<file path="src/rtl/reg_file_3port.sv">
// 32x32 register file: two combinational read ports, one synchronous write port, r0 hardwired to zero.
// Optional write-through bypass on the read ports when REG_FILE_BYPASS_EN is defined.
module reg_file_3port #(
    parameter int DATA_WIDTH = 32,
    parameter int ADDR_WIDTH = 5
) (
    input  logic                  clk,
    input  logic                  rst,
    input  logic [ADDR_WIDTH-1:0] A1,
    input  logic [ADDR_WIDTH-1:0] A2,
    input  logic [ADDR_WIDTH-1:0] A3,
    input  logic [DATA_WIDTH-1:0] WD,
    input  logic                  WE,
    output logic [DATA_WIDTH-1:0] RD1,
    output logic [DATA_WIDTH-1:0] RD2
);
    localparam int NREGS = 2 ** ADDR_WIDTH;

    logic [DATA_WIDTH-1:0] regs [NREGS];
    logic                  wr_en;

    // r0 is never written, so it stays at its reset value; reads still mask it
    // so it is zero even before the first reset.
    assign wr_en = WE && (A3 != '0);

    always_ff @(posedge clk) begin
        if (rst) begin
            for (int i = 0; i < NREGS; i++) regs[i] <= '0;
        end else if (wr_en) begin
            regs[A3] <= WD;
        end
    end

`ifdef REG_FILE_BYPASS_EN
    logic hit1, hit2;
    assign hit1 = wr_en && !rst && (A1 == A3);
    assign hit2 = wr_en && !rst && (A2 == A3);

    always_comb begin
        RD1 = '0;
        RD2 = '0;
        if (A1 != '0) RD1 = hit1 ? WD : regs[A1];
        if (A2 != '0) RD2 = hit2 ? WD : regs[A2];
    end
`else
    always_comb begin
        RD1 = '0;
        RD2 = '0;
        if (A1 != '0) RD1 = regs[A1];
        if (A2 != '0) RD2 = regs[A2];
    end
`endif
endmodule

</file>
<file path="config.mk">
export PLATFORM = sky130hd
export DESIGN_NAME = reg_file_3port
export DESIGN_NICKNAME = d
export VERILOG_FILES = /design/src/rtl/reg_file_3port.sv
export SDC_FILE = /design/constraint.sdc
export NUM_CORES = 2
export LEC_CHECK = 0
export CAP_MARGIN = 5
export CORE_ASPECT_RATIO = 1.4
export CORE_MARGIN = 2
export CORE_UTILIZATION = 25
export DETAILED_ROUTE_END_ITERATION = 8
export PLACE_DENSITY_LB_ADDON = 0.25
export SYNTH_ARGS = -nofsm -noshare
export SYNTH_HDL_FRONTEND = slang
export SYNTH_SLANG_ARGS = --single-unit
</file>
<file path="constraint.sdc">
create_clock -name clk -period 5.24 [get_ports clk]
set_input_delay 0.524 -clock clk [delete_from_list [all_inputs] [get_ports clk]]
set_output_delay 0.524 -clock clk [all_outputs]
set_load 0.05 [all_outputs]
</file>
==> After elaboration in Yosys (flattened, before gate mapping) <==
Memories as Yosys holds them, arrays and structs flattened.
Cells that the tools add are included.
{ "op_classes": {"muxes": 10, "n_reduce_logical": 5} }
{ "ops": {"columns": ["cell", "n"], "rows": [
  ["$mux 32", 3],
  ["$reduce_or 32->1", 1],
  ["$reduce_bool 5->1", 3],
  ["$mux 1", 6],
  ["$mux 5", 1],
  ["$logic_and 1x1->1", 1]
]} }
{ "totals": {"ram_bits": 1024, "mem_count": 1, "ff_bits": 0, "word_cells": 16} }
{ "mem_list": {"columns": ["name", "depth", "word_bits", "read_ports", "rd_clocked_by_memory_dff", "wr", "line", "text"], "rows": [
  ["regs", 32, 32, 2, 0, 32, "19", "logic [DATA_WIDTH-1:0] regs [NREGS];"]
]} }

==> Longest topological paths before layout <==
{ "logic_depth": {"ltp_word": 7, "depth_mapped": 9, "ltp_nobuf": 4} }

==> Worst setup path after synthesis <==
No wires, ideal clock.
{ "synth_timing": {"path_type": "in2out", "startpoint": "in A1[0]", "endpoint": "out RD1[30]", "slack_ns": 0.860, "arrival_time_ns": 3.856, "path_stages": 6, "cell_sequence": "clkbuf_1 > buf_6 > buf_4 > mux4_2 > mux2i_1 > a2111oi_0"} }
{ "synth_via": {"elab_chain_len": 2, "word_cells_on_any_way": 3, "cone_classes": "mux (1); reduce/logical (1); memory (1)"} }
{ "synth_rtl": {"columns": ["item", "line", "text"], "rows": [
  ["start, declared", "9", "input logic [ADDR_WIDTH-1:0] A1,"],
  ["$mem_v2 32x32 or $reduce_bool 5->1 (tied branches)", null, null],
  ["$mux 32 (*)", "49", "if (A1 != '0) RD1 = regs[A1];"],
  ["end, declared", "14", "output logic [DATA_WIDTH-1:0] RD1,"]
]} }
Mark *: on every way between the ends. The rest lies on a longest branch, timed or not.

==> Worst setup path in the final report <==
{ "layout_timing": {"startpoint": "in A2[0]", "endpoint": "out RD2[27]"} }
{ "layout_via": {"elab_chain_len": 2, "word_cells_on_any_way": 3, "cone_classes": "mux (1); reduce/logical (1); memory (1)"} }
{ "layout_rtl": {"columns": ["item", "line", "text"], "rows": [
  ["start, declared", "10", "input logic [ADDR_WIDTH-1:0] A2,"],
  ["$mem_v2 32x32 or $reduce_bool 5->1 (tied branches)", null, null],
  ["$mux 32 (*)", "50", "if (A2 != '0) RD2 = regs[A2];"],
  ["end, declared", "15", "output logic [DATA_WIDTH-1:0] RD2"]
]} }
Marked as above.

==> flow_summary.yaml <==
outcome:
  outcome: "finished, final reports clean"
finish:
  final_nets: 3594
  area_growth_pct: 14.8
  instances_no_fill: 6483
  drive_gt1_share_pct: 26.2
  top_regs: "regs: 1024 flops"
  regMostFlops: "regs"
  final_core_util_pct: 28.8
  largest_reg_flops: 1024
hold_path:
  hold_class: "in -> reg"
floorplan:
  std_cell_rows: 202
  die_w_um: 398
  die_area_um2: 221000
  start_util_pct: 25.1
  pin_count: 114
  coreArea_um2: 216000
  die_y_um: 555
sta:
  max_freq_ghz: 0.238
  holdWs_ns: 0.709
  slew_headroom_pct: 14.8
  setup_violations: 0
  setup_slack_ns: 1.04
  worst_pin_slew_ns: 1.27
  period_minus_slack_ns: 4.20
  fin_crit_sh_pct: 80.1
  slew_violations: 0
  grt_setup_unrepaired: "no"
  setup_tns_ns: 0
  hold_viol: 0
clock_tree:
  clockBufferDepth: 3
  cts_tree: "built"
  cts_buffers: 95
  cts_sinks: 1024
  post_cts_resized: 0
  postCtsSetupBuffers: 0
  ctsHtreeMaxLevel: 3
  clk_pin_slew_ns: 0.06
  cts_hold_buf: 0
  clock-root-buffer: "clkbuf_16"
synthesis:
  ys_types: 42
  synth_ff_type: "edfxtp_1"
  synth_area_leaders: "edfxtp_1, mux4_2, and2_1"
  netlist_area_um2: 54200
  synth_common_cells: "edfxtp_1, and2_1, mux4_2, clkbuf_1, mux2i_1"
  syn_inst: 3502
  yosys_register_bits: 1024
  synth_top_area_share_pct: 56.7
  async_flop_share_pct: 0
  avgSynthCellArea_um2: 15.5
  yosysMostFrequentCell: "edfxtp_1"
  synth-edff-count: 1024
  seq_area_frac_synth_pct: 56.7
  synth_top_cell_by_area: "edfxtp_1"
  yosysWarnings: 0
detailed_routing:
  dr.pass1.iters: 5
  drc: 0
  via_count: 32525
  totalWireLength_um: 199000
  ant_nets: 0
  viasPerCell: 5.02
  drt_iter0_drc: 3262
  post_drt_wl_per_cell_um: 30.7
worst_setup_path:
  cp_max_fo: 45
  slowest_delay_ns: 0.95
  critPathTopFamily: "buffers and inverters"
  crit_type: "in -> out"
  critPathRequiredTime_ns: 4.72
  slowest_stage: "clkdlybuf4s50_1"
  cp_num_buf_inv: 3
  crit_arrival_ns: 3.67
  worst_setup_path_start_kind: "input pin"
  crit_chain: "clkbuf_8 -> buf_4 -> mux4_2 -> o22ai_1 -> nor3_1 -> clkdlybuf4s50_1"
  cp-end-kind: "output pin"
power_and_ir_drop:
  power.density_nw_per_um2: 315
  ir_worst_vdd_mv: 0.220
  power.leakage_uw: 0.0207
placement:
  port_buffers: 113
  place_inst: 6303
  dpl_worst_slack_ns: 1.03
  gp_congestion: 0.809
  dpl.hpwl_um: 127000
global_route:
  grt_max_degree: 66
  grt_pass1_wl_um: 275000
  grt_pass1_vias: 34172
  track_usage_pct: 17.7
  overflow: 0
  antenna_found_initial: 15
flow_run:
  maxCapViolations: 0
==> power breakdown <==
group	internal [µW]	switching, µW
registers	9460	247
logic	1110	1660
clock network	3890	3240
==> stage by stage <==
stage	instance area, µm²	power [µW]
finish	62300	19600
detailed placement	59200	12700
global placement	59200	12700
floorplan	54300	11500
CTS	62200	19800
global route	62300	20200
==> layout make-up <==
| cell class | instances | area (µm²) |
|---|---|---|
| Clock inverter | 56 | 493 |
| Antenna cell | 4 | 10.0 |
| Clock buffer | 120 | 2560 |
| Inverter | 2 | 7.51 |
| Tap cell | 2856 | 3570 |
| Timing Repair Buffer | 301 | 2790 |
| Sequential cell | 1024 | 30700 |
| Multi-Input combinational cell | 2120 | 22100 |
| Fill cell | 21390 | 154000 |
==> kinds of logic after synthesis <==
logic type,after synthesis,share of synthesized area (%)
flip-flops,1024,56.7
other,1,0.00691
AO/OA/AOI/OAI,259,3.65
buffers and inverters,389,3.31
AND/OR/NAND/NOR,1177,13.3
multiplexers,652,23.0
==> per-layer routing <==
metal | track usage, % | up-vias | part of all wire, %
met5 | 0 | - | 0.023
met4 | 5.05 | 6 | 2.8
met3 | 2.54 | 280 | 5.8
met2 | 31.8 | 1177 | 52
met1 | 21.9 | 17440 | 40
li1 | - | 13622 | -
==> layout by cell type (no fill, tap or decap), types with 4 or more instances in the layout <==
cell	n
a22oi_1	16
a221oi_1	4
nor2_1	4
nor2_4	32
a22o_1	51
diode_2	4
nor3_1	54
nor2b_1	12
clkbuf_1	21
nand3_1	4
and2_1	994
a21oi_1	12
nor4_1	5
nand2_1	7
clkinv_2	19
nand3b_1	5
bufinv_16	9
or2_2	33
clkbuf_16	99
mux2i_1	150
a2111oi_1	43
or3b_2	4
o22ai_1	103
mux4_2	472
buf_4	202
a32o_1	4
clkinv_1	23
nand2b_1	5
conb_1	32
edfxtp_1	1024
clkdlybuf4s50_1	63
a211oi_1	7
buf_12	27
mux2_2	30
a2111oi_0	12
o21ai_0	4
==> final timing paths <==
check | slack [ns] | from | end | cells past startpoint
min | 0.71 | rst | regs[0][14] | 2
max | 1.04 | A2[0] | RD2[27] | 6
Note: power is estimated with default switching activity, not from simulation.
